File: src/rtl/cpu_pkg.sv
// Shared definitions for the 8-bit core front end.
//   PC_W         - program counter / instruction address width
//   IW_DEF       - default instruction word width
//   RESET_PC_DEF - default PC loaded on reset
//   FETCH/EXEC/HALT - fetch sequencer state encoding
package cpu_pkg;

    localparam int unsigned PC_W   = 8;
    localparam int unsigned IW_DEF = 16;

    localparam logic [PC_W-1:0] RESET_PC_DEF = 8'h00;

    localparam logic [1:0] FETCH = 2'd0;
    localparam logic [1:0] EXEC  = 2'd1;
    localparam logic [1:0] HALT  = 2'd2;

endpackage

File: src/rtl/fetch_timer.sv
// Counts FETCH cycles spent waiting for a ROM ack.
//   clk_i     - system clock
//   rst_ni    - asynchronous active-low reset
//   clear_i   - restart the count at zero (has priority over en_i)
//   en_i      - one more cycle spent waiting
//   expired_o - the current waiting cycle is the Limit-th one
module fetch_timer
    import cpu_pkg::*;
#(
    parameter int unsigned Limit = 15
) (
    input  logic clk_i,
    input  logic rst_ni,
    input  logic clear_i,
    input  logic en_i,
    output logic expired_o
);

    localparam logic [7:0] LastCnt = 8'(Limit - 1);

    logic [7:0] cnt_q, cnt_d;

    always_comb begin
        cnt_d = cnt_q;
        if (clear_i) begin
            cnt_d = 8'd0;
        end else if (en_i) begin
            cnt_d = cnt_q + 8'd1;
        end
    end

    // Combinational so the owner can act on the same edge the count would reach Limit.
    assign expired_o = en_i && (cnt_q == LastCnt);

    always_ff @(posedge clk_i or negedge rst_ni) begin
        if (!rst_ni) begin
            cnt_q <= 8'd0;
        end else begin
            cnt_q <= cnt_d;
        end
    end

endmodule

File: src/rtl/pc_fetch_unit.sv
// Program counter register and instruction-fetch sequencer.
//   clk_i/rst_ni        - clock, asynchronous active-low reset
//   pc_o                - current PC (to incrementer); imem_addr_o mirrors it
//   pc_plus_1_i         - incremented PC from the incrementer
//   br_taken_i/br_target_i, jmp_i/jmp_target_i, halt_i - control flow, sampled with step
//   step_i/stall_i      - instruction complete / hold-off
//   imem_req_o/imem_ack_i/imem_data_i - ROM fetch handshake
//   ir_o/ir_valid_o     - latched instruction and one-cycle update pulse
//   halted_o/fetch_err_o - halted status and sticky fetch timeout flag
module pc_fetch_unit
    import cpu_pkg::*;
#(
    parameter logic [PC_W-1:0] RESET_PC    = RESET_PC_DEF,
    parameter int unsigned     IW          = IW_DEF,
    parameter int unsigned     ACK_TIMEOUT = 15
) (
    input  logic            clk_i,
    input  logic            rst_ni,
    output logic [PC_W-1:0] pc_o,
    input  logic [PC_W-1:0] pc_plus_1_i,
    input  logic            br_taken_i,
    input  logic [PC_W-1:0] br_target_i,
    input  logic            jmp_i,
    input  logic [PC_W-1:0] jmp_target_i,
    input  logic            step_i,
    input  logic            stall_i,
    input  logic            halt_i,
    output logic            imem_req_o,
    output logic [PC_W-1:0] imem_addr_o,
    input  logic            imem_ack_i,
    input  logic [IW-1:0]   imem_data_i,
    output logic [IW-1:0]   ir_o,
    output logic            ir_valid_o,
    output logic            halted_o,
    output logic            fetch_err_o
);

    logic [1:0]      state_q, state_d;
    logic [PC_W-1:0] pc_q, pc_d;
    logic [IW-1:0]   ir_q, ir_d;
    logic            ir_valid_q, ir_valid_d;
    logic            req_q, req_d;
    logic            err_q, err_d;

    logic in_fetch;
    logic accept;
    logic timer_expired;

    assign in_fetch = (state_q == FETCH);
    // req_q is low for the first FETCH cycle after reset, so an early ack is not taken.
    assign accept   = in_fetch && req_q && imem_ack_i;

    fetch_timer #(
        .Limit (ACK_TIMEOUT)
    ) u_fetch_timer (
        .clk_i     (clk_i),
        .rst_ni    (rst_ni),
        .clear_i   (!in_fetch || accept),
        .en_i      (in_fetch && req_q && !imem_ack_i),
        .expired_o (timer_expired)
    );

    always_comb begin
        state_d    = state_q;
        pc_d       = pc_q;
        ir_d       = ir_q;
        ir_valid_d = 1'b0;
        req_d      = req_q;
        err_d      = err_q;

        case (state_q)
            FETCH: begin
                if (accept) begin
                    ir_d       = imem_data_i;
                    ir_valid_d = 1'b1;
                    req_d      = 1'b0;
                    state_d    = EXEC;
                end else if (timer_expired) begin
                    err_d   = 1'b1;
                    req_d   = 1'b0;
                    state_d = HALT;
                end else begin
                    req_d = 1'b1;
                end
            end
            EXEC: begin
                req_d = 1'b0;
                if (step_i && !stall_i) begin
                    if (halt_i) begin
                        state_d = HALT;
                    end else begin
                        // Priority: jump over taken branch over sequential.
                        if (jmp_i) begin
                            pc_d = jmp_target_i;
                        end else if (br_taken_i) begin
                            pc_d = br_target_i;
                        end else begin
                            pc_d = pc_plus_1_i;
                        end
                        // Request goes out in the very next cycle for a 2-cycle turnaround.
                        req_d   = 1'b1;
                        state_d = FETCH;
                    end
                end
            end
            HALT: begin
                req_d = 1'b0;
            end
            default: begin
                req_d   = 1'b0;
                state_d = HALT;
            end
        endcase
    end

    always_ff @(posedge clk_i or negedge rst_ni) begin
        if (!rst_ni) begin
            state_q    <= FETCH;
            pc_q       <= RESET_PC;
            ir_q       <= '0;
            ir_valid_q <= 1'b0;
            req_q      <= 1'b0;
            err_q      <= 1'b0;
        end else begin
            state_q    <= state_d;
            pc_q       <= pc_d;
            ir_q       <= ir_d;
            ir_valid_q <= ir_valid_d;
            req_q      <= req_d;
            err_q      <= err_d;
        end
    end

    assign pc_o        = pc_q;
    assign imem_addr_o = pc_q;
    assign imem_req_o  = req_q;
    assign ir_o        = ir_q;
    assign ir_valid_o  = ir_valid_q;
    assign halted_o    = (state_q == HALT);
    assign fetch_err_o = err_q;

endmodule

File: config.mk
export PLATFORM = sky130hd
export DESIGN_NAME = pc_fetch_unit
export DESIGN_NICKNAME = d
export VERILOG_FILES = /design/src/rtl/cpu_pkg.sv /design/src/rtl/fetch_timer.sv /design/src/rtl/pc_fetch_unit.sv
export SDC_FILE = /design/constraint.sdc
export NUM_CORES = 1
export LEC_CHECK = 0
export CAP_MARGIN = 25
export CORE_MARGIN = 3
export CORE_UTILIZATION = 37
export CTS_CLUSTER_SIZE = 25
export DETAILED_ROUTE_END_ITERATION = 12
export GPL_TIMING_DRIVEN = 0
export HOLD_SLACK_MARGIN = 0.15
export PLACE_DENSITY = 0.76
export SYNTH_ARGS = -nofsm -noshare
export SYNTH_HDL_FRONTEND = slang
export SYNTH_HIERARCHICAL = 1
export SYNTH_SLANG_ARGS = --single-unit
export TNS_END_PERCENT = 100
File: constraint.sdc
create_clock -name clk_i -period 1.6 [get_ports clk_i]
set_input_delay 0.48 -clock clk_i [delete_from_list [all_inputs] [get_ports clk_i]]
set_output_delay 0.48 -clock clk_i [all_outputs]
set_load 0.005 [all_outputs]
== After elaboration in Yosys (flattened, before gate mapping) ==
Index checks and enable logic that the tools add are counted.
Word-level totals
  logic and storage cells: 47
  latch bits: 0
  output and inout bits: 36
  memory bits (read-only): 0
  register bits: 37
  memories kept: 0
  bits of input ports: 48
  memory bits (writable): 0
Cells by class
  bitwise gates (word level): 3
  $add $sub $neg: 1
  multiplexer cells: 16
  multipliers: 0
  equal/unequal tests: 5
  div/mod/pow operators: 0
  reduce and logical (&&, ||, !) cells: 15
  shifts and indexed selects: 0
  order comparisons: 0
Operators with widths (count)
  $mux W8: 4
  $reduce_and A3 Y1: 3
  $add A8 B1 Y8 const B: 1
  $eq A8 B4 Y1 const B: 1
  $mux W2: 4
  $mux W1: 6
  $pmux W2 S3: 1
  $logic_and A1 B1 Y1: 5
  $logic_not A1 Y1: 3
  $ne A3 B1 Y1 const B: 1
  $not A1 Y1: 3
  $eq A2 B1 Y1 const B: 1
  $eq A2 B2 Y1 const B: 1
  $logic_not A2 Y1: 1
  $ne A2 B2 Y1 const B: 1
  $pmux W1 S2: 1
  $reduce_and A2 Y1: 1
  $reduce_bool A2 Y1: 1
  $logic_or A1 B1 Y1: 1

== Depth between registers and ports, before layout ==
  depth after elaboration: 7
  mapped depth: 7
  depth with buffers taken out: 6

== Hierarchy ==
The synthesis kept the hierarchy.
Modules (own cells, without submodules)
  pc_fetch_unit: cells an instance 107, area an instance 1418.9 µm², times used 1, sequential area each 725.7 µm²
  fetch_timer: cells an instance 41, area an instance 410.4 µm², times used 1, sequential area each 200.2 µm²

== Worst setup path before layout ==
No wires, ideal clock.
  path kind: reg-to-reg
  from: reg state_q[0]
  to: reg state_q[1]
  stages on the path, launching flop included: 8
  buffers on the path: 2
  required time: 1.505 ns
  setup time: 0.095 ns
  clock period less this slack: 1.618 ns
  data arrival time: 1.523 ns
  slack: -0.018 ns
  path through: dfrtp_1 > buf_6 > nor4b_1 > buf_4 > nand3_1 > nor3_1 > inv_1 > o31ai_1
Between the ends
  word-level cells in the longest chain between the ends: 6
  elaborated cells between the ends (all ways): 13
  classes of those cells: eq/ne (4); mux (2); bitwise (1); reduce/logical (6)
Ends and longest elaborated chain
  start: declaration: line pc_fetch_unit.sv:38  | logic [1:0] state_q, state_d;
  start signal: assignment: line pc_fetch_unit.sv:125  | state_q <= state_d;
  $logic_not A2 Y1: line pc_fetch_unit.sv:49  | assign in_fetch = (state_q == FETCH);
  $logic_and A1 B1 Y1 (2 in series): line pc_fetch_unit.sv:59  | .en_i (in_fetch && req_q && !imem_ack_i),
  $logic_and A1 B1 Y1: line fetch_timer.sv:33  | assign expired_o = en_i && (cnt_q == LastCnt);
  named net timer_expired: line pc_fetch_unit.sv:47  | logic timer_expired;
  $ne A3 B1 Y1 (no line)
  $reduce_and A3 Y1 (no line)
The timed path passes the listed nets, and every way through them passes these cells.
A chain may end at the register's enable or synchronous reset.

== Final worst setup path ==
  from: reg state_q[1]
  to: reg u_fetch_timer.cnt_q[7]
Between the ends
  word-level cells in the longest chain between the ends: 5
  elaborated cells between the ends (all ways): 8
  classes of those cells: mux (1); reduce/logical (7)
Ends and longest elaborated chain
  $logic_not A2 Y1 (*): line pc_fetch_unit.sv:49
  $logic_and A1 B1 Y1: line pc_fetch_unit.sv:51, pc_fetch_unit.sv:59
  $logic_and A1 B1 Y1: line pc_fetch_unit.sv:51  | assign accept = in_fetch && req_q && imem_ack_i;
  $logic_or A1 B1 Y1: line pc_fetch_unit.sv:58  | .clear_i (!in_fetch || accept),
  $mux W8 or $reduce_bool A2 Y1 (tied branches)
  end signal: assignment: line fetch_timer.sv:39  | cnt_q <= cnt_d;
  end: declaration: line fetch_timer.sv:21  | logic [7:0] cnt_q, cnt_d;
Every way passes the cells marked *; elsewhere a longest branch is shown, timed or not.

==> results.tsv <==
metric	value	unit
Hold Vio Cnt, Final	0	
CTS H-tree depth	2	
Syn Area/Cell	12.36	um2
most frequent cells in the layout	42 x clkdlybuf4s50_1, 35 x dfrtp_1, 34 x dlygate4sd2_1	
Worst Path Arrival	1.86	ns
critical path type	reg -> reg	
fin. max-slew vios	0	
clock buffer count from CTS	5	
slowest CP cell	dfrtp_2	
failing checks	setup timing	
R2R setup slack	-0.04	ns
GPL Wtd Cong	0.7493	
synthesis-stage register bit count	37	
CP Capture Type	flop	
Port Buffers	80	
vias	1482	
Critical Path Start Type	flop	
vias in the first global route	1530	
DRT iter0 DRCs	32	
Slowest Stage Delay on Critical Path	0.47	ns
Clock Latency Late Sink	0.29	ns
Worst Hold Class	in -> async	
final layout net count	298	
row count	24	
Worst-path clk slew	0.07	ns
first-pass GRT wire length	7.424	mm
Pwr Total	0.004091	W
Sink Count	37	
Clk pwr share	20.8	%
GR Overflow Total	0	
max-cap violations	0	
wire per inst	14.08	um
Synthesized Nets	198	
IR drop worst, VDD	901.1	uV
power share of the sequential group	36.1	%
vias per cell	4.720	
Final Util	64.86	%
Pint	0.002929	W
Setup-failing EPs final	1	
routed wire length	4.420	mm
Sum Neg Setup Slack	-0.04330	ns
relative slew slack	45.59	%
leakage dissipation	1.362	nW
share of post-route cells with drive strength above 1	30.12	%
RSZ-0062 raised after global routing	yes	
setup ws final	-0.04330	ns
DRC	0	
largest net degree at the start of global routing	38	
Worst R2R Start	state_q[1]	
Initial Util	40.08	%
DP HPWL	3.155	mm
diode count	0	
Tot GR Track Use	15.85	%
most common cell after layout, fill and taps aside	clkdlybuf4s50_1	
library cells used by synthesis	34	
R2R depth	5	
status	complete, but fails checks	
Worst EP required	1.82	ns
die height	76.32	um
Sw Ratio	28.40	%
Final Non-Filler Cells	314	
fmax	608.5	MHz
Period Utilization, post-route	102.7	%
Mapped Cells	148	
worst path cell trace	nor4b_4 > buf_4 > nand4_1 > or3_4 > a21oi_2	
Post-Syn Area	0.001829	mm2
Antenna Nets Post-Route	0	
initial antenna violation count	0	
pre-CTS WS	-0.6110	ns
Pwr Density	1382	mW/mm2
Worst Setup SP	state_q[1]	
area delta synth->final	61.83	%
Max Clock Skew	0.005664	ns
P_sw	0.001162	W
CTS Root Cell	clkbuf_8	
CP endpoint	u_fetch_timer/cnt_q[7]	
worst-path maximum fanout	6	
# IOs	84	
Die W	76.32	um
Placed Cells	293	
crit path time final	1.643	ns
Initial DRT Pass Iterations	4	
synth warn	6	
total core area	0.004564	mm2
combinational share of power	43.1	%
cts hold-fix bufs	0	
TritonCTS clock tree	yes	
CTS Buffer Depth	2	
die area	0.005824	mm2
worst slew pin tran	0.8162	ns
r2r endpoint	u_fetch_timer/cnt_q[7]	
sequential share of the synthesized area	50.62	%
-- critical path: cells and delay by family (launching register included) --
kind | cells | cell delay, ns
AO/OA/AOI/OAI | 1 | 0.14
buffers and inverters | 1 | 0.18
flip-flops | 1 | 0.47
AND/OR/NAND/NOR | 3 | 0.79
-- power groups by stage --
| stage | Clock (W) | Sequential [W] | Combinational (W) |
|---|---|---|---|
| after floorplan | 0 | 0.00152 | 0.000769 |
| after global placement | 0 | 0.00150 | 0.00182 |
| after detailed placement | 0 | 0.00152 | 0.00185 |
| after CTS | 0.000871 | 0.00148 | 0.00174 |
| after global routing | 0.000913 | 0.00153 | 0.00193 |
| final | 0.000852 | 0.00148 | 0.00176 |
-- final cells by class --
type	count	area (um2)
Multi-Input combinational cell	93	840.8
Clock inverter	2	37.54
Clock buffer	6	82.58
Inverter	2	7.507
Buffer	15	113.9
Timing Repair Buffer	94	868.3
Tap cell	65	81.33
Sequential cell	37	928.4
Fill cell	384	1604
-- cell families after synthesis --
logic type	Yosys count	share of synthesized area (%)
compound gates	28	8.277
xor+xnor	4	1.916
fa+ha+maj	2	1.368
buf+inv	18	6.839
flops	37	50.62
mux	32	20.59
simple gates	27	10.40
-- worst min path at each step --
stage          slack (ns)        endpoint         from
2_1_floorplan        0.18     fetch_err_o       rst_ni
3_3_place_gp         0.47     fetch_err_o  fetch_err_o
3_5_place_dp         0.49     fetch_err_o  fetch_err_o
4_1_cts              0.31  imem_addr_o[0]       rst_ni
5_1_grt              0.33         ir_o[2]       rst_ni
6_report             0.28         ir_o[9]       rst_ni
-- timing repair --
| item | CTS | global route |
|---|---|---|
| pin swaps | 6 | 6 |
| resized for setup | 47 | 9 |
| endpoints found under the setup margin | 66 | 18 |
| buffers inserted | 10 | 4 |
-- cell usage after synthesis (all sizes together) --
cell	n	area share, %
nor2	6	1.2
nor3	2	1.2
nand3	2	0.55
nor2b	1	0.34
mux2i	8	4.4
a211oi	1	0.41
dfrtp	37	51
buf	12	5.6
inv	2	0.41
o31ai	1	0.41
nor4b	1	0.48
a31oi	1	0.34
nand4	4	1.7
xnor2	1	0.48
and2b	1	0.48
or2b	1	0.41
ha	2	1.4
o21bai	2	0.82
nand4bb	1	1.5
or3	3	1.0
xor2	3	1.4
or4b	1	0.55
a21oi	3	0.82
o21ai	20	5.5
nand2	3	0.62
mux2	24	16
or2	1	0.34
clkbuf	4	0.82
-- per-stage QoR --
stage          area, um2  hold slack (ns)
2_1_floorplan       1834           0.1844
3_3_place_gp        2716           0.4680
3_5_place_dp        2711           0.4924
4_1_cts             2899           0.3057
5_1_grt             2960           0.3305
6_report            2960           0.2816
-- metal layers --
metal	GRT usage [%]	vias to the layer above	share of wire [%]	routed length, um
li1	-	716	-	-
met5	0	-	0	0
met4	4.348	0	0.68	30
met2	24.43	61	47	2064
met1	21.64	701	45	2009
met3	4.846	4	7.1	316
-- sequential cells by signal (all words and copies together) (netlist names) --
name,flops
imem_req_o,1
state_q,2
ir_o,16
u_fetch_timer/cnt_q,8
ir_valid_o,1
imem_addr_o,8
fetch_err_o,1
Power figures use the tool's default switching activity.
==> RTL edit, RTL diff (config.mk and constraints unchanged) <==
The parameter `ACK_TIMEOUT` goes from 15 to 8.
--- a/src/rtl/pc_fetch_unit.sv
+++ b/src/rtl/pc_fetch_unit.sv
@@ -12,7 +12,7 @@
 #(
     parameter logic [PC_W-1:0] RESET_PC    = RESET_PC_DEF,
     parameter int unsigned     IW          = IW_DEF,
-    parameter int unsigned     ACK_TIMEOUT = 15
+    parameter int unsigned     ACK_TIMEOUT = 8
 ) (
     input  logic            clk_i,
     input  logic            rst_ni,
Function: changed (a bounded check fails within 10 cycles, from zero or initial values and one cycle with rst_ni low).
==> RTL edit against the unedited design <==
The flow still finishes with violations (setup timing); fmax increased by 2.5%; largest power group unchanged; critical path depth is the same; power shrank 0.67%; critical path type unchanged; sequential cell count unchanged; synthesized area increased by 0.89%; worst setup slack better by 0.040 ns; sequential power about the same; final cell count rose by 0.32%; design area rose by 0.34%; count of clock-buffer cells in the layout up 1; wire length rose by 2.1%; clock skew increased by 0.0027 ns.
==> RTL edit: results (changes against the unedited design) <==
| Metric | Value |
|---|---|
| Critical Path AT | 1.81 ns (was 1.86 ns) |
| Peak supply drop | 1020 uV (was 901 uV) |
| Final setup margin | -0.00337 ns (was -0.0433 ns) |
| Fillers | 416 (was 384) |
| Power Internal | 2910 uW (was 2930 uW) |
| Setup crit end | state_q[1]$_DFFE_PN0P_ (was u_fetch_timer/cnt_q[7]$_DFFE_PN0P_) |
| Overall global routing resource usage | 16.5% (was 15.8%) |
| Worst slack, placed | -0.626 ns (was -0.611 ns) |
| Worst-path clk slew | 0.08 ns |
| Synth Area in XOR/XNOR | 1.42% (was 1.92%) |
| Fin Hold WS | 0.272 ns (was 0.282 ns) |
| Share of cells above drive strength 1 | 28.2% (was 30.1%) |
| First-pass GRT wire length | 7650 um (was 7420 um) |
| RD Place Congestion | 0.741 (was 0.749) |
| Hpwl dp | 3160 um (was 3150 um) |
| Sequential fraction of the synthesis area | 50.2% (was 50.6%) |
| Unique masters post-synth | 35 (was 34) |
| Post-synthesis compound-gate area fraction | 7.93% (was 8.28%) |
| # setup viols final | 1 (unchanged) |
| R2r setup slk | -0.003 ns (was -0.04 ns) |
| Sequential share of power | 36.4% (was 36.1%) |
| Adder-cell area share of the yosys netlist | 1.36% (was 1.37%) |
| Slew HR | 45.6% (about the same) |
| Failing checks | setup timing (unchanged) |
| CP max-delay cell | or4b_4 (was dfrtp_2) |
| Clock Skews | 0.00838 ns (was 0.00566 ns) |
| Crit path max fanout | 3 (was 6) |
| Cell Pwr Density | 1370 nW/um^2 (was 1380 nW/um^2) |
| Final antenna-violating net count | 0 (unchanged) |
| Via/cell ratio | 4.73 (was 4.72) |
| Syn Nets | 200 (was 198) |
| Lkg Pwr | 0.00138 uW (was 0.00136 uW) |
| Status | complete, but fails checks (unchanged) |
| Setup TNS | -0.00337 ns (was -0.0433 ns) |
| Cts repair resizes | 46 (was 47) |
| Clk_lat worst skew | 0.29 ns (about the same) |
| Mux cell area share after synthesis | 21.6% (was 20.6%) |
| Placed cells | 297 (was 293) |
| Top cells by count, synth | dfrtp_1 (37), o21ai_0 (19), mux2_2 (18) (was dfrtp_1 (37), o21ai_0 (20), mux2_2 (17)) |
| Post-CTS Setup Inserts | 9 (was 10) |
| Drt wl/cell | 14.3 um (was 14.1 um) |
| Drt total wl | 4510 um (was 4420 um) |
| Top area cells in the synthesized netlist | dfrtp_1 (50%), mux2_2 (11%), mux2_4 (5.7%) (was dfrtp_1 (51%), mux2_2 (10%), mux2_4 (5.7%)) |
| Clock Power | 842 uW (was 852 uW) |
| Area taken by multi-input logic gates | 880 sq um (was 841 sq um) |
| Placed cell areas | 2750 sq um (was 2710 sq um) |
| Initial drt markers | 56 (was 32) |
| RR Endpoint | state_q[1]$_DFFE_PN0P_ (was u_fetch_timer/cnt_q[7]$_DFFE_PN0P_) |
-- RTL edit: cell families (layout without fill, tap and decap cells) --
| group | Yosys count | after routing |
|---|---|---|
| mux | 34 | 34 |
| flops | 37 | 37 |
| xor+xnor | 3 | 3 |
| compound gates | 27 | 27 |
| fa+ha+maj | 2 | 2 |
| simple gates | 29 | 30 |
| buf+inv | 18 | 115 |
-- RTL edit: metal layers --
layer / track usage [%] / share of wire [%]
met1: 21.2 / 45
met2: 26.7 / 48
met3: 4.61 / 6.0
met4: 5.43 / 1.1
met5: 0 / 0
-- RTL edit: area by class of cell --
| cell class | instances | area share, % |
|---|---|---|
| tap | 67 | 2.82 |
| clock buffer | 7 | 2.91 |
| multi-input combinational | 96 | 29.6 |
| buffer | 14 | 3.62 |
| inverter | 2 | 0.253 |
| clock inverter | 1 | 1.01 |
| sequential | 37 | 31.2 |
| timing repair buffer | 91 | 28.6 |
